$ cat src/rtl/hazard_scoreboard_pkg.sv
// Shared ISA field layout, opcode constants and stall-cause encoding for the
// hazard scoreboard and its instruction decoder.
package hazard_scoreboard_pkg;

  localparam logic [4:0] OP_R    = 5'b00000;
  localparam logic [4:0] OP_ADDI = 5'b00101;
  localparam logic [4:0] OP_SW   = 5'b00111;
  localparam logic [4:0] OP_LW   = 5'b01000;
  localparam logic [4:0] OP_BNE  = 5'b00010;
  localparam logic [4:0] OP_BLT  = 5'b00110;
  localparam logic [4:0] OP_JR   = 5'b00100;
  localparam logic [4:0] OP_JAL  = 5'b00011;

  localparam logic [4:0] ALU_MUL = 5'b00110;
  localparam logic [4:0] ALU_DIV = 5'b00111;

  localparam int OP_HI  = 31;
  localparam int OP_LO  = 27;
  localparam int RD_HI  = 26;
  localparam int RD_LO  = 22;
  localparam int RS_HI  = 21;
  localparam int RS_LO  = 17;
  localparam int RT_HI  = 16;
  localparam int RT_LO  = 12;
  localparam int ALU_HI = 6;
  localparam int ALU_LO = 2;

  typedef enum logic [1:0] {
    CAUSE_NONE      = 2'b00,
    CAUSE_LOAD_USE  = 2'b01,
    CAUSE_MD_HAZ    = 2'b10,
    CAUSE_MD_STRUCT = 2'b11
  } stall_cause_e;

  function automatic logic is_multdiv(input logic [31:0] insn);
    return (insn[OP_HI:OP_LO] == OP_R) &&
           ((insn[ALU_HI:ALU_LO] == ALU_MUL) || (insn[ALU_HI:ALU_LO] == ALU_DIV));
  endfunction

endpackage

$ cat src/rtl/hazard_scoreboard_if.sv
// FD/DX hazard interface: pipeline-side inputs and the scoreboard's stall and
// multdiv control outputs.
interface hazard_scoreboard_if;
  import hazard_scoreboard_pkg::*;

  logic [31:0]  fd_insn;
  logic         fd_valid;
  logic         issue;
  logic         flush;
  logic         md_done;
  logic         stall;
  stall_cause_e stall_cause;
  logic         md_start;
  logic         md_kill;
  logic         md_busy;

  modport master (
    output fd_insn, fd_valid, issue, flush, md_done,
    input  stall, stall_cause, md_start, md_kill, md_busy
  );

  modport slave (
    input  fd_insn, fd_valid, issue, flush, md_done,
    output stall, stall_cause, md_start, md_kill, md_busy
  );
endinterface

$ cat src/rtl/hazard_scoreboard_insn_reg_usage.sv
// Combinational decode of which registers an instruction reads and writes,
// plus the class flags the scoreboard cares about.
module insn_reg_usage
  import hazard_scoreboard_pkg::*;
#(
  parameter int ADDR_W = 5
) (
  input  logic [31:0]       insn,
  output logic [ADDR_W-1:0] src_a,
  output logic              src_a_vld,
  output logic [ADDR_W-1:0] src_b,
  output logic              src_b_vld,
  output logic [ADDR_W-1:0] dst,
  output logic              dst_vld,
  output logic              is_load,
  output logic              is_md,
  output logic              is_sw
);

  logic [4:0]        op;
  logic [ADDR_W-1:0] rd, rs, rt;
  logic              unused_bits;

  assign op          = insn[OP_HI:OP_LO];
  assign rd          = ADDR_W'(insn[RD_HI:RD_LO]);
  assign rs          = ADDR_W'(insn[RS_HI:RS_LO]);
  assign rt          = ADDR_W'(insn[RT_HI:RT_LO]);
  assign unused_bits = ^{insn[11:7], insn[1:0]};

  always_comb begin
    src_a     = '0;
    src_a_vld = 1'b0;
    src_b     = '0;
    src_b_vld = 1'b0;
    dst       = rd;
    dst_vld   = 1'b0;
    is_load   = (op == OP_LW);
    is_sw     = (op == OP_SW);
    is_md     = is_multdiv(insn);
    case (op)
      OP_R:           begin src_a = rs; src_a_vld = 1'b1; src_b = rt; src_b_vld = 1'b1; dst_vld = 1'b1; end
      OP_ADDI, OP_LW: begin src_a = rs; src_a_vld = 1'b1; dst_vld = 1'b1; end
      // store data sits in src_b so the load-use exemption can target it alone
      OP_SW:          begin src_a = rs; src_a_vld = 1'b1; src_b = rd; src_b_vld = 1'b1; end
      OP_BNE, OP_BLT: begin src_a = rd; src_a_vld = 1'b1; src_b = rs; src_b_vld = 1'b1; end
      OP_JR:          begin src_a = rd; src_a_vld = 1'b1; end
      OP_JAL:         begin dst = ADDR_W'(5'd31); dst_vld = 1'b1; end
      default: ;
    endcase
    // r0 is never a real dependency in either direction
    if (src_a == '0) src_a_vld = 1'b0;
    if (src_b == '0) src_b_vld = 1'b0;
    if (dst == '0)   dst_vld   = 1'b0;
  end

endmodule

$ cat src/rtl/hazard_scoreboard.sv
// Per-register hazard scoreboard between FD and DX: load-use countdowns, a
// single in-flight multdiv tracker, and the resulting FD stall.
module hazard_scoreboard
  import hazard_scoreboard_pkg::*;
#(
  parameter int NUM_REGS        = 32,
  parameter int ADDR_W          = 5,
  parameter int LOAD_USE_CYCLES = 1,
  parameter int CNT_W           = 3
) (
  input  logic              clock,
  input  logic              reset,
  hazard_scoreboard_if.slave hif
);

  typedef struct packed {
    logic              vld;
    logic              is_load;
    logic              is_md;
    logic [ADDR_W-1:0] rd;
  } rec_t;

  logic [ADDR_W-1:0] src_a, src_b, dst;
  logic              src_a_vld, src_b_vld, dst_vld, is_load, is_md, is_sw;

  logic [NUM_REGS-1:0][CNT_W-1:0] cnt_q, cnt_d;
  logic                           md_busy_q, md_busy_d;
  logic [ADDR_W-1:0]              md_rd_q, md_rd_d;
  rec_t                           rec_q, rec_d;
  logic                           after_rst_q, after_rst_d;

  logic         hold, issue_eff, undo, md_pend, lu_hit, md_hit, md_struct;
  stall_cause_e cause;

  insn_reg_usage #(.ADDR_W(ADDR_W)) u_usage (
    .insn      (hif.fd_insn),
    .src_a     (src_a),
    .src_a_vld (src_a_vld),
    .src_b     (src_b),
    .src_b_vld (src_b_vld),
    .dst       (dst),
    .dst_vld   (dst_vld),
    .is_load   (is_load),
    .is_md     (is_md),
    .is_sw     (is_sw)
  );

  function automatic logic cnt_nz(input logic [ADDR_W-1:0] idx);
    return (32'(idx) < NUM_REGS) && (cnt_q[idx] != '0);
  endfunction

  // outputs stay quiet through the reset cycle and the one after it
  assign hold      = reset | after_rst_q;
  assign issue_eff = hif.issue & ~hif.flush & ~after_rst_q;
  assign undo      = hif.flush & rec_q.vld;

  always_comb begin
    cnt_d = '0;
    for (int r = 1; r < NUM_REGS; r++) begin
      cnt_d[r] = (cnt_q[r] != '0) ? cnt_q[r] - CNT_W'(1) : '0;
      if (undo && rec_q.is_load && rec_q.rd == ADDR_W'(r))
        cnt_d[r] = '0;
      if (issue_eff && is_load && dst_vld && dst == ADDR_W'(r))
        cnt_d[r] = CNT_W'(LOAD_USE_CYCLES);
    end
  end

  always_comb begin
    md_busy_d = md_busy_q;
    md_rd_d   = md_rd_q;
    if (hif.md_done)         md_busy_d = 1'b0;
    if (undo && rec_q.is_md) md_busy_d = 1'b0;
    if (issue_eff && is_md) begin
      md_busy_d = 1'b1;
      md_rd_d   = dst;
    end
    // a bubble enters DX on every edge that does not issue
    rec_d.vld     = issue_eff;
    rec_d.is_load = is_load;
    rec_d.is_md   = is_md;
    rec_d.rd      = dst;
    after_rst_d   = 1'b0;
  end

  always_comb begin
    md_pend   = md_busy_q & ~hif.md_done;
    lu_hit    = (src_a_vld & cnt_nz(src_a)) | (src_b_vld & ~is_sw & cnt_nz(src_b));
    md_hit    = md_pend & ((src_a_vld & (src_a == md_rd_q)) |
                           (src_b_vld & (src_b == md_rd_q)) |
                           (dst_vld   & (dst   == md_rd_q)));
    md_struct = md_pend & is_md;
    cause = CAUSE_NONE;
    if (md_struct)   cause = CAUSE_MD_STRUCT;
    else if (md_hit) cause = CAUSE_MD_HAZ;
    else if (lu_hit) cause = CAUSE_LOAD_USE;
    if (hold || !hif.fd_valid) cause = CAUSE_NONE;
  end

  always_comb begin
    hif.stall       = (cause != CAUSE_NONE);
    hif.stall_cause = cause;
    hif.md_start    = issue_eff & is_md & ~hold;
    hif.md_kill     = undo & rec_q.is_md & ~hold;
    hif.md_busy     = md_busy_q & ~hold;
  end

  always_ff @(posedge clock) begin
    if (reset) begin
      cnt_q       <= '0;
      md_busy_q   <= 1'b0;
      md_rd_q     <= '0;
      rec_q       <= '0;
      after_rst_q <= 1'b1;
    end else begin
      cnt_q       <= cnt_d;
      md_busy_q   <= md_busy_d;
      md_rd_q     <= md_rd_d;
      rec_q       <= rec_d;
      after_rst_q <= after_rst_d;
    end
  end

endmodule
$ cat src/flat_wrapper.sv
// flat-port wrapper written by rule: the top's interface ports become plain ports
module hazard_scoreboard_flat import hazard_scoreboard_pkg::*;
#(
  parameter int NUM_REGS        = 32,
  parameter int ADDR_W          = 5,
  parameter int LOAD_USE_CYCLES = 1,
  parameter int CNT_W           = 3
)
  (clock, reset, hif_fd_insn, hif_fd_valid, hif_issue, hif_flush, hif_md_done, hif_stall, hif_stall_cause, hif_md_start, hif_md_kill, hif_md_busy);
  hazard_scoreboard_if hif_i ();
  input  logic clock;
  input  logic reset;
  input wire logic [$bits(hif_i.fd_insn)-1:0] hif_fd_insn;
  input wire logic [$bits(hif_i.fd_valid)-1:0] hif_fd_valid;
  input wire logic [$bits(hif_i.issue)-1:0] hif_issue;
  input wire logic [$bits(hif_i.flush)-1:0] hif_flush;
  input wire logic [$bits(hif_i.md_done)-1:0] hif_md_done;
  output wire logic [$bits(hif_i.stall)-1:0] hif_stall;
  output wire logic [$bits(hif_i.stall_cause)-1:0] hif_stall_cause;
  output wire logic [$bits(hif_i.md_start)-1:0] hif_md_start;
  output wire logic [$bits(hif_i.md_kill)-1:0] hif_md_kill;
  output wire logic [$bits(hif_i.md_busy)-1:0] hif_md_busy;
  assign hif_i.fd_insn = hif_fd_insn;
  assign hif_i.fd_valid = hif_fd_valid;
  assign hif_i.issue = hif_issue;
  assign hif_i.flush = hif_flush;
  assign hif_i.md_done = hif_md_done;
  assign hif_stall = hif_i.stall;
  assign hif_stall_cause = hif_i.stall_cause;
  assign hif_md_start = hif_i.md_start;
  assign hif_md_kill = hif_i.md_kill;
  assign hif_md_busy = hif_i.md_busy;
  hazard_scoreboard #(.NUM_REGS(NUM_REGS), .ADDR_W(ADDR_W), .LOAD_USE_CYCLES(LOAD_USE_CYCLES), .CNT_W(CNT_W)) u_core (.clock(clock), .reset(reset), .hif(hif_i));
endmodule
$ cat config.mk
export PLATFORM = sky130hd
export DESIGN_NAME = hazard_scoreboard_flat
export DESIGN_NICKNAME = d
export VERILOG_FILES = /design/src/rtl/hazard_scoreboard_pkg.sv /design/src/rtl/hazard_scoreboard_if.sv /design/src/rtl/hazard_scoreboard_insn_reg_usage.sv /design/src/rtl/hazard_scoreboard.sv /design/src/flat_wrapper.sv
export SDC_FILE = /design/constraint.sdc
export NUM_CORES = 1
export LEC_CHECK = 0
export BUFFER_PORTS_ARGS = -buffer_cell sky130_fd_sc_hd__buf_2
export CAP_MARGIN = 10
export CORE_MARGIN = 2
export CORE_UTILIZATION = 40
export DETAILED_ROUTE_END_ITERATION = 16
export RECOVER_POWER = 25
export REMOVE_ABC_BUFFERS = 1
export SETUP_SLACK_MARGIN = 0.4
export SLEW_MARGIN = 40
export SYNTH_ARGS = -nofsm -noshare
export SYNTH_HDL_FRONTEND = slang
export SYNTH_SLANG_ARGS = --single-unit
export TNS_END_PERCENT = 10
$ cat constraint.sdc
create_clock -name clock -period 3.8 [get_ports clock]
set_input_delay 0.76 -clock clock [delete_from_list [all_inputs] [get_ports clock]]
set_output_delay 0.76 -clock clock [all_outputs]
set_load 0.02 [all_outputs]
# Word-level counts from Yosys, hierarchy flattened
# Index checks and enable logic that the tools add are counted.
word_totals:
  regBits: 108
  elab_cells: 494
  input_bits: 38
op_classes:
  n_eq_ne: 74
  n_reduce_logical: 147
  n_addsub: 31
  mux: 114
  magnitude_cmp: 2
  n_bitwise: 57
op_table:
  columns: ["op", "count"]
  rows:
  - ["$mux 3", 92]
  - ["$eq 5x5->1 const B", 32]
  - ["$reduce_or 4->1", 34]
  - ["$reduce_bool 3->1", 34]
  - ["$sub 3x1->3 const B", 31]
  - ["$eq 5x4->1 const B", 17]
  - ["$eq 5x3->1 const B", 14]
  - ["$logic_and 1x1->1", 68]
  - ["$not 1->1", 36]
  - ["$bmux 3 s5", 2]
  - ["$eq 5x2->1 const B", 6]
  - ["$logic_not 5->1", 4]
  - ["$and 1x1->1", 17]
  - ["$eq 5x5->1", 3]
  - ["$pmux 5 s3", 1]
  - ["$mux 1", 14]
  - ["$lt 5x6->1 const B", 2]
  - ["$eq 5x1->1 const B", 2]
  - ["$pmux 5 s2", 1]
  - ["$reduce_or 7->1", 1]
  - ["$mux 2", 3]
  - ["$mux 5", 1]
  - ["$or 1x1->1", 4]
  - ["$reduce_or 3->1", 1]
  - ["4 further kinds", 5]

# Longest topological paths before layout
# Gate-level depths: netlist (run 1).
logic_depth:
  depth_word: 13
  depth_mapped: 11
  depth_no_buf: 8

# Modules after synthesis
# A second synthesis (run 1) with hierarchy kept.
unflattened:
  cells_unflattened: 762
  hier_area_um2: 6301.0
modules_own_cells:
  columns: ["mod", "seq_area_each_um2", "instances", "area_per_inst_um2", "cells_each"]
  rows:
  - ["hazard_scoreboard", 2162.1, 1, 5987.0, 715]
  - ["insn_reg_usage", 0.0, 1, 314.1, 47]

# Worst setup path before layout (run 1)
# No wires, ideal clock.
synth_path:
  path_type: "input to output"
  from: "in hif_fd_insn[29]"
  to: "out hif_stall_cause[0]"
  arrival_ps: 3090
  slack_ps: -50
  cell_stages: 10
  required_ps: 3040
  n_path_buf: 2
  path_cell_list: "buf_6 nor4_4 a32oi_1 nand2_2 buf_2 mux2i_1 mux2i_1 a221oi_1 o2111ai_1 a31oi_1"
synth_between:
  elab_chain_cells: 12
synth_lines:
  columns: ["element", "line_no", "rtl"]
  rows:
  - ["start: declaration", "flat_wrapper.sv:13", "input wire logic [$bits(hif_i.fd_insn)-1:0] hif_fd_insn;"]
  - ["$eq 5x3->1 (tied with other cells)", "hazard_scoreboard_insn_reg_usage.sv:40", "case (op)"]
  - ["$reduce_or 4->1 (no source line) (tied with other cells)", null, null]
  - ["$pmux 5 s2 / $pmux 5 s3 (equally long branches)", "hazard_scoreboard_insn_reg_usage.sv:40", null]
  - ["$bmux 3 s5 (tied with other cells)", "hazard_scoreboard.sv:49", "return (32'(idx) < NUM_REGS) && (cnt_q[idx] != '0);"]
  - ["$mux 3 (implied by the code) (tied with other cells)", "hazard_scoreboard.sv:49", null]
  - ["$reduce_bool 3->1 (tied with other cells)", "hazard_scoreboard.sv:49", null]
  - ["$and 1x1->1 / $or 1x1->1 (equally long branches)", "hazard_scoreboard.sv:87, hazard_scoreboard.sv:88", null]
  - ["$or 1x1->1, on equally long branches", "hazard_scoreboard.sv:87, hazard_scoreboard.sv:89", null]
  - ["$mux 1 / $and 1x1->1 (equally long branches)", "hazard_scoreboard.sv:95, hazard_scoreboard.sv:88", null]
  - ["$mux 2", "hazard_scoreboard.sv:94", "else if (md_hit) cause = CAUSE_MD_HAZ;"]
  - ["$mux 2 (*)", "hazard_scoreboard.sv:93", "if (md_struct) cause = CAUSE_MD_STRUCT;"]
  - ["$mux 2 (*)", "hazard_scoreboard.sv:96", "if (hold || !hif.fd_valid) cause = CAUSE_NONE;"]
  - ["end: declaration", "flat_wrapper.sv:19", "output wire logic [$bits(hif_i.stall_cause)-1:0] hif_stall_cause;"]
# Mark *: on every way between the ends. The rest lies on a longest branch, timed or not. The select of a mux whose other input is x is not followed.

# Worst setup path in the final report (run 1)
layout_path:
  from: "in hif_fd_insn[31]"
  to: "out hif_stall"
layout_between:
  elab_chain_cells: 13
layout_lines:
  columns: ["element", "line_no", "rtl"]
  rows:
  - ["$eq 5x3->1 (tied with other cells)", "hazard_scoreboard_insn_reg_usage.sv:40", null]
  - ["$reduce_or 4->1 (no source line) (tied with other cells)", null, null]
  - ["$pmux 5 s2 / $pmux 5 s3 (equally long branches)", "hazard_scoreboard_insn_reg_usage.sv:40", null]
  - ["$bmux 3 s5 (tied with other cells)", "hazard_scoreboard.sv:49", null]
  - ["$mux 3 (implied by the code) (tied with other cells)", "hazard_scoreboard.sv:49", null]
  - ["$reduce_bool 3->1 (tied with other cells)", "hazard_scoreboard.sv:49", null]
  - ["$and 1x1->1 / $or 1x1->1 (equally long branches)", "hazard_scoreboard.sv:87, hazard_scoreboard.sv:88", null]
  - ["$or 1x1->1, on equally long branches", "hazard_scoreboard.sv:87, hazard_scoreboard.sv:89", null]
  - ["$mux 1 / $and 1x1->1 (equally long branches)", "hazard_scoreboard.sv:95, hazard_scoreboard.sv:88", null]
  - ["$mux 2", "hazard_scoreboard.sv:94", null]
  - ["$mux 2 (*)", "hazard_scoreboard.sv:93", null]
  - ["$mux 2 (*)", "hazard_scoreboard.sv:96", null]
  - ["$reduce_bool 2->1 (*)", "hazard_scoreboard.sv:100", "hif.stall = (cause != CAUSE_NONE);"]
  - ["end: declaration", "flat_wrapper.sv:18", "output wire logic [$bits(hif_i.stall)-1:0] hif_stall;"]
# Marks and branches as above.

==> summary.md, run 1 <==
| Metric | Value |
|---|---|
| Status | finished, violations left |
| Failing checks | capacitance limit, slew limit, setup timing |
| Hold Fails Final Rpt | 0 |
| Tot Pwr | 5138 uW |
| Via count | 6,257 |
| Most frequent CP cell | or4_4 |
| Die Ht | 132.0 um |
| Most common cell after layout, fill and taps aside | nor2_1 |
| Syn Std Cell Area | 6558 um^2 |
| Setup Viol. Count Final | 2 |
| Area leader, netlist | dfxtp_1 |
| Wire per inst | 17.14 um |
| Worst skew pair latency | 360 ps |
| Hold crit path type | reg2reg |
| First-pass GRT wire length | 31,500 um |
| DRC Markers | 0 |
| Share of cells above drive strength 1 | 17.60% |
| Total track usage | 23.05% |
| Critical path class | in2out |
| Sequential fraction of the synthesis area | 32.97% |
| PwrDens | 649.9 nW/um^2 |
| Share of the synthesized area in the top cell type | 32.97% |
| Cells after DPL | 1,121 |
| Commonest cells after routing, fill and taps aside | 131 x nor2_1, 108 x dfxtp_1, 98 x inv_1 |
| CTS clk-pin slew, worst paths | 70 ps |
| Routed wire length | 19,580 um |
| Worst Path Required | 3040 ps |
| GPL Wtd Cong | 0.9807 |
| Core area | 15,940 um^2 |
| Peak fanout along the critical path | 6 |
| Worst path max stage delay | 520 ps |
| Asr flop ratio synth | 0% |
| Number of flops mapped to enable cells by yosys | 0 |
| Syn Area/Cell | 7.968 um^2 |
| Synth cell types | 72 |
| I/O pins | 44 |
| CTS tree | done |
| DR iter-0 viols | 383 |
| RSZ-0062 raised after global routing | true |
| Flops & latches, synth | 108 |
| CP Capture Type | primary output |
| Crit start category | input pin |
| Cts hold-fix bufs | 0 |
| Final HPWL DP | 15,370 um |
| Slowest cell on crit path | or4_4 |
| Layout Nets | 1,021 |
| Period utilization | 105.0% |
| Leakage Power | 0.003235 uW |
| Clk root buf | clkbuf_16 |
| Setup_tns | -350.0 ps |
| Vias in the first global route | 6,023 |
| CP Cell Sequence | buf_12 > buf_6 > or4_4 > a21boi_4 > nor2_2 > or4_4 > a21oi_2 > nand4b_1 > o211ai_1 > buf_4 > a31oi_1 > buf_2 |
| Max Root-Sink Buffers | 2 |
| CTS Buf Count | 9 |
| Non-Filler Instances | 1,142 |
| Crit path arrival time | 3230 ps |
| Full die area | 17,430 um^2 |
| Worst slew pin tran | 2859 ps |
| Maxcap violations | 1 |
| Layout area overhead | 20.57% |
| Layout Skew | 9.919 ps |
| CTS Sinks | 108 |
| Die Wd | 132.0 um |
| Worst vdd ir | 0.2671 mV |
| Antenna viol nets, final | 0 |
| Pre-antenna DRT Iters | 5 |
| Slew Limit Fails | 65 |
| Post-Syn Instances | 823 |
| Vias/cell | 5.479 |
| PortBufs | 35 |
| Final Critical Period | 3989 ps |
| Largest net degree at the start of global routing | 65 |
| Antenna violations before repair | 0 |
| Initial Utilization | 41.13% |
| Rel. slew slack | -90.62% |
| H-tree levels | 3 |
| Main synth FF type | dfxtp_1 |
| Top post-synthesis cells by area | dfxtp_1 33%, ha_1 12%, nor2_1 7.6%, inv_1 5.6%, a211oi_1 4.8% |
| Fmax | 250.7 MHz |
| Row cnt | 46 |
| Final WS setup | -188.7 ps |
| GR Overflow Total | 0 |
| YS warnings | 0 |
| Antenna Cells | 0 |
## metrics by stage
step           utilization, %  setup WS [ps]  hold WS, ps  area [um^2]
4_1_cts                 49.34         -130.6        515.3         7866
5_1_grt                 49.59         -247.7        535.8         7906
3_3_place_gp            46.79         -177.7        495.0         7460
6_report                49.59         -188.7        517.2         7906
3_5_place_dp            46.85         -190.1        494.9         7470
2_1_floorplan               -          143.0        475.1         6386
## per-layer routing
layer	part of all wire (%)	global-route usage [%]	up-vias	routed length, um
li1	-	-	3110	-
met1	45	29.35	2940	8747
met2	47	38.92	178	9174
met3	5.7	3.845	29	1108
met4	2.8	9.058	0	546
met5	0	0	-	0
## final timing paths
kind,startpoint,to,slack [ps],depth (start not counted)
worst max-delay path,hif_fd_insn[31],hif_stall,-190,12
worst max register to register,u_core.rec_q[4],u_core.cnt_q[42],1800,5
worst min register to register,u_core.cnt_q[90],u_core.cnt_q[90],520,2
worst min-delay path,u_core.cnt_q[90],u_core.cnt_q[90],520,2
## flip-flops by register name (all words and copies together) (netlist names)
register	flops
u_core.md_busy_q	1
u_core.rec_q	8
u_core.cnt_q	93
u_core.after_rst_q	1
u_core.md_rd_q	5
## cells in the mapped netlist (4+ instances only)
cell type	n
a21oi_1	41
nand2_1	49
a21o_1	5
o21a_1	6
inv_1	98
o2111ai_1	4
nand3_1	17
a211oi_1	42
xnor2_1	6
ha_1	62
nor3_1	31
a2111o_1	5
clkbuf_1	24
a21boi_0	4
dfxtp_1	108
nor2b_1	6
nor2_1	132
buf_2	5
a311oi_1	4
buf_6	4
mux2i_1	13
a32oi_1	4
o21ai_0	34
a2bb2oi_1	6
a31oi_1	6
and2_1	13
nand4_1	6
and3_1	5
o2bb2ai_1	13
nand2b_1	5
## power breakdown
| group | internal (uW) | switching, uW | leakage [uW] | total [uW] |
|---|---|---|---|---|
| Combinational | 1010 | 1380 | 0.00220 | 2390 |
| Clock | 532 | 431 | 0.000146 | 963 |
| Sequential | 1570 | 216 | 0.000888 | 1790 |
| Total | 3120 | 2020 | 0.00324 | 5140 |
## worst max-delay path: cells and delay by family
| family | cells | cell delay (ps) |
|---|---|---|
| compound gates | 4 | 660 |
| buf+inv | 4 | 570 |
| simple gates | 4 | 1230 |
## cells by family (layout without fill, tap and decap cells)
group / count (synthesis) / after routing / share of synthesized area (%)
muxes: 14 / 14 / 2.328
xor gates and xnor gates: 7 / 7 / 0.9350
adders and majority gates: 62 / 62 / 11.83
DFF: 108 / 108 / 32.97
and+or+nand+nor: 289 / 289 / 20.86
buffers and inverters: 133 / 236 / 8.224
AOI/OAI and AO/OA: 210 / 210 / 22.86
## repair_timing
item / 4_1_cts / 5_1_grt
buffers inserted: 5 / 0
pin swaps: 8 / 4
gates resized for setup: 17 / 12
setup endpoints to repair: 3 / 3
## area by class of cell
| type | instances | area [um^2] |
|---|---|---|
| sequential | 108 | 2162 |
| tap | 216 | 270.3 |
| timing repair buffer | 122 | 860.8 |
| multi-input combinational | 582 | 3943 |
| inverter | 98 | 367.9 |
| fill | 1635 | 8036 |
| clock inverter | 5 | 60.06 |
| clock buffer | 11 | 242.7 |
No activity file was read; power rests on OpenSTA's default activity.
==> run 2, diff against run 1 <==
PLACE_DENSITY = 0.65   (was not set)
==> run 2 against run 1 <==
Against the previous run: the run still ends with capacitance limit, slew limit, setup timing left; sequential share of layout area up 0.16 points; die area unchanged; count of clock-buffer cells in the layout unchanged; routed wire length down 1.5%; clock skew down 2.3 ps; highest routed layer unchanged.
==> summary.md, run 2 (synthesis gave the netlist of run 1 again) <==
| Metric | Value |
|---|---|
| Rel. slew slack | -89.10% |
| CP bufs+invs | 4 |
| Leakage Power | 0.003202 uW |
| Non-Filler Instances | 1,133 |
| PwrDens | 668.5 nW/um^2 |
| Clk pwr share | 19.8% |
| Comb pwr share | 46.2% |
| Final Critical Period | 3948 ps |
| Number of flip-flops in the largest register | 93 |
| Final HPWL DP | 14,830 um |
| PortBufs | 35 |
| Crit path max-delay family | simple AND/OR/NAND/NOR gates |
| Critical path class | in2out |
| I/O pins | 44 |
| Core area | 15,940 um^2 |
| Maxcap violations | 1 |
| Total track usage | 22.52% |
| Wire per inst | 17.02 um |
| Vias/cell | 5.507 |
| Tot Pwr | 5254 uW |
| Most frequent CP cell | buf_4 |
| Cells after DPL | 1,118 |
| Worst skew pair latency | 360 ps |
| Sequential share of power | 34.1% |
| Antenna violations before repair | 0 |
| GPL Wtd Cong | 0.9804 |
| Period utilization | 103.9% |
| Layout area overhead | 19.86% |
| Slowest cell on crit path | or4_4 |
| Largest net degree at the start of global routing | 65 |
| Die Wd | 132.0 um |
| Top flop regs | u_core.cnt_q x93, u_core.rec_q x8, u_core.md_rd_q x5 |
| Worst Path Required | 3040 ps |
| Hold Fails Final Rpt | 0 |
| Full die area | 17,430 um^2 |
| Routed wire length | 19,290 um |
| Layout Nets | 1,013 |
| Commonest cells after routing, fill and taps aside | 130 x nor2_1, 108 x dfxtp_1, 98 x inv_1 |
| CTS clk-pin slew, worst paths | 70 ps |
| Row cnt | 46 |
| Via count | 6,239 |
| First-pass GRT wire length | 30,860 um |
| Antenna Cells | 0 |
| CTS Sinks | 108 |
| CP Cell Sequence | buf_4 > buf_4 > or4_4 > a21boi_4 > nor2_2 > or4_4 > a21oi_2 > nand4b_1 > o211ai_1 > buf_4 > a31oi_1 > buf_2 |
| Initial Utilization | 41.13% |
| H-tree levels | 3 |
| CTS tree | done |
| Max Root-Sink Buffers | 2 |
| DRC Markers | 0 |
| Worst vdd ir | 0.2894 mV |
| Vias in the first global route | 5,962 |
| Die Ht | 132.0 um |
| CP Capture Type | primary output |
| Fmax | 253.3 MHz |
| P_int | 3203 uW |
| Failing checks | capacitance limit, slew limit, setup timing |
| DR iter-0 viols | 424 |
| Worst slew pin tran | 2836 ps |
| Setup Viol. Count Final | 3 |
| Layout Skew | 7.650 ps |
| GR Overflow Total | 0 |
| Clk root buf | clkbuf_16 |
| Sw Share | 39.05% |
| Final WS setup | -148.1 ps |
| Worst path max stage delay | 540 ps |
| Hold crit path type | reg2reg |
| Peak fanout along the critical path | 6 |
| CTS Buf Count | 9 |
| Pre-antenna DRT Iters | 6 |
| Crit start category | input pin |
| Share of cells above drive strength 1 | 16.90% |
| Largest Register | u_core.cnt_q |
| Antenna viol nets, final | 0 |
| RSZ-0062 raised after global routing | true |
| Most common cell after layout, fill and taps aside | nor2_1 |
| Status | finished, violations left |
| Switch Pwr | 2052 uW |
| Crit path arrival time | 3190 ps |
| Slew Limit Fails | 65 |
| Post-CTS Setup Inserts | 0 |
## run 2: cell type report
cell class | instances | area, um^2
timing repair buffer | 114 | 785.8
tap | 216 | 270.3
clock buffer | 11 | 252.7
sequential | 108 | 2162
fill | 1569 | 8083
clock inverter | 4 | 72.57
inverter | 98 | 367.9
multi-input combinational | 582 | 3949
## run 2: tightest hold or removal path: cells and delay by family, from the launching register on
kind	cells	cell delay, ps
DFF	1	310
AOI/OAI and AO/OA	1	100
buffers and inverters	1	70
## run 2: layer usage
| metal | track usage (%) | wire length, um | vias up | part of all wire, % |
|---|---|---|---|---|
| met2 | 35.36 | 8354 | 202 | 43 |
| li1 | - | - | 3094 | - |
| met3 | 2.960 | 1199 | 40 | 6.2 |
| met1 | 30.44 | 8919 | 2903 | 46 |
| met5 | 0 | 0 | - | 0 |
| met4 | 11.23 | 812 | 0 | 4.2 |
## run 2: per-stage QoR
step | util, % | instance area (um^2) | hold WS, ps | setup TNS (ps) | setup WS [ps]
after floorplan | - | 6386 | 475.1 | 0 | 143.0
after global placement | 46.65 | 7437 | 494.1 | -597.1 | -238.2
after detailed placement | 46.68 | 7442 | 493.4 | -626.5 | -255.3
after CTS | 48.94 | 7802 | 513.0 | -308.9 | -144.4
after global routing | 49.30 | 7860 | 528.6 | -555.7 | -232.5
final | 49.30 | 7860 | 512.3 | -313.4 | -148.1
## run 2: what timing repair did
| item | CTS | global route |
|---|---|---|
| hold buffers | 0 | 0 |
| pin swaps | 2 | 5 |
| endpoints found under the setup margin | 3 | 3 |
| gates resized for setup | 11 | 15 |
## run 2: path summary, 6_finish.rpt
| path | start | to | slack (ps) | cells after the start |
|---|---|---|---|---|
| setup / recovery | hif_fd_insn[31] | hif_stall | -150 | 12 |
| hold / removal | u_core.cnt_q[66] | u_core.cnt_q[66] | 510 | 2 |
| setup reg to reg | u_core.rec_q[7] | u_core.cnt_q[18] | 1850 | 5 |
| hold reg to reg | u_core.cnt_q[66] | u_core.cnt_q[66] | 510 | 2 |
## run 2: power groups by stage
stage / Sequential, uW / Combinational [uW] / Clock, uW
6_report: 1790 / 2430 / 1040
5_1_grt: 1830 / 2830 / 1100
4_1_cts: 1780 / 2410 / 1050
3_5_place_dp: 1810 / 2380 / 0
3_3_place_gp: 1800 / 2310 / 0
2_1_floorplan: 1750 / 1730 / 0
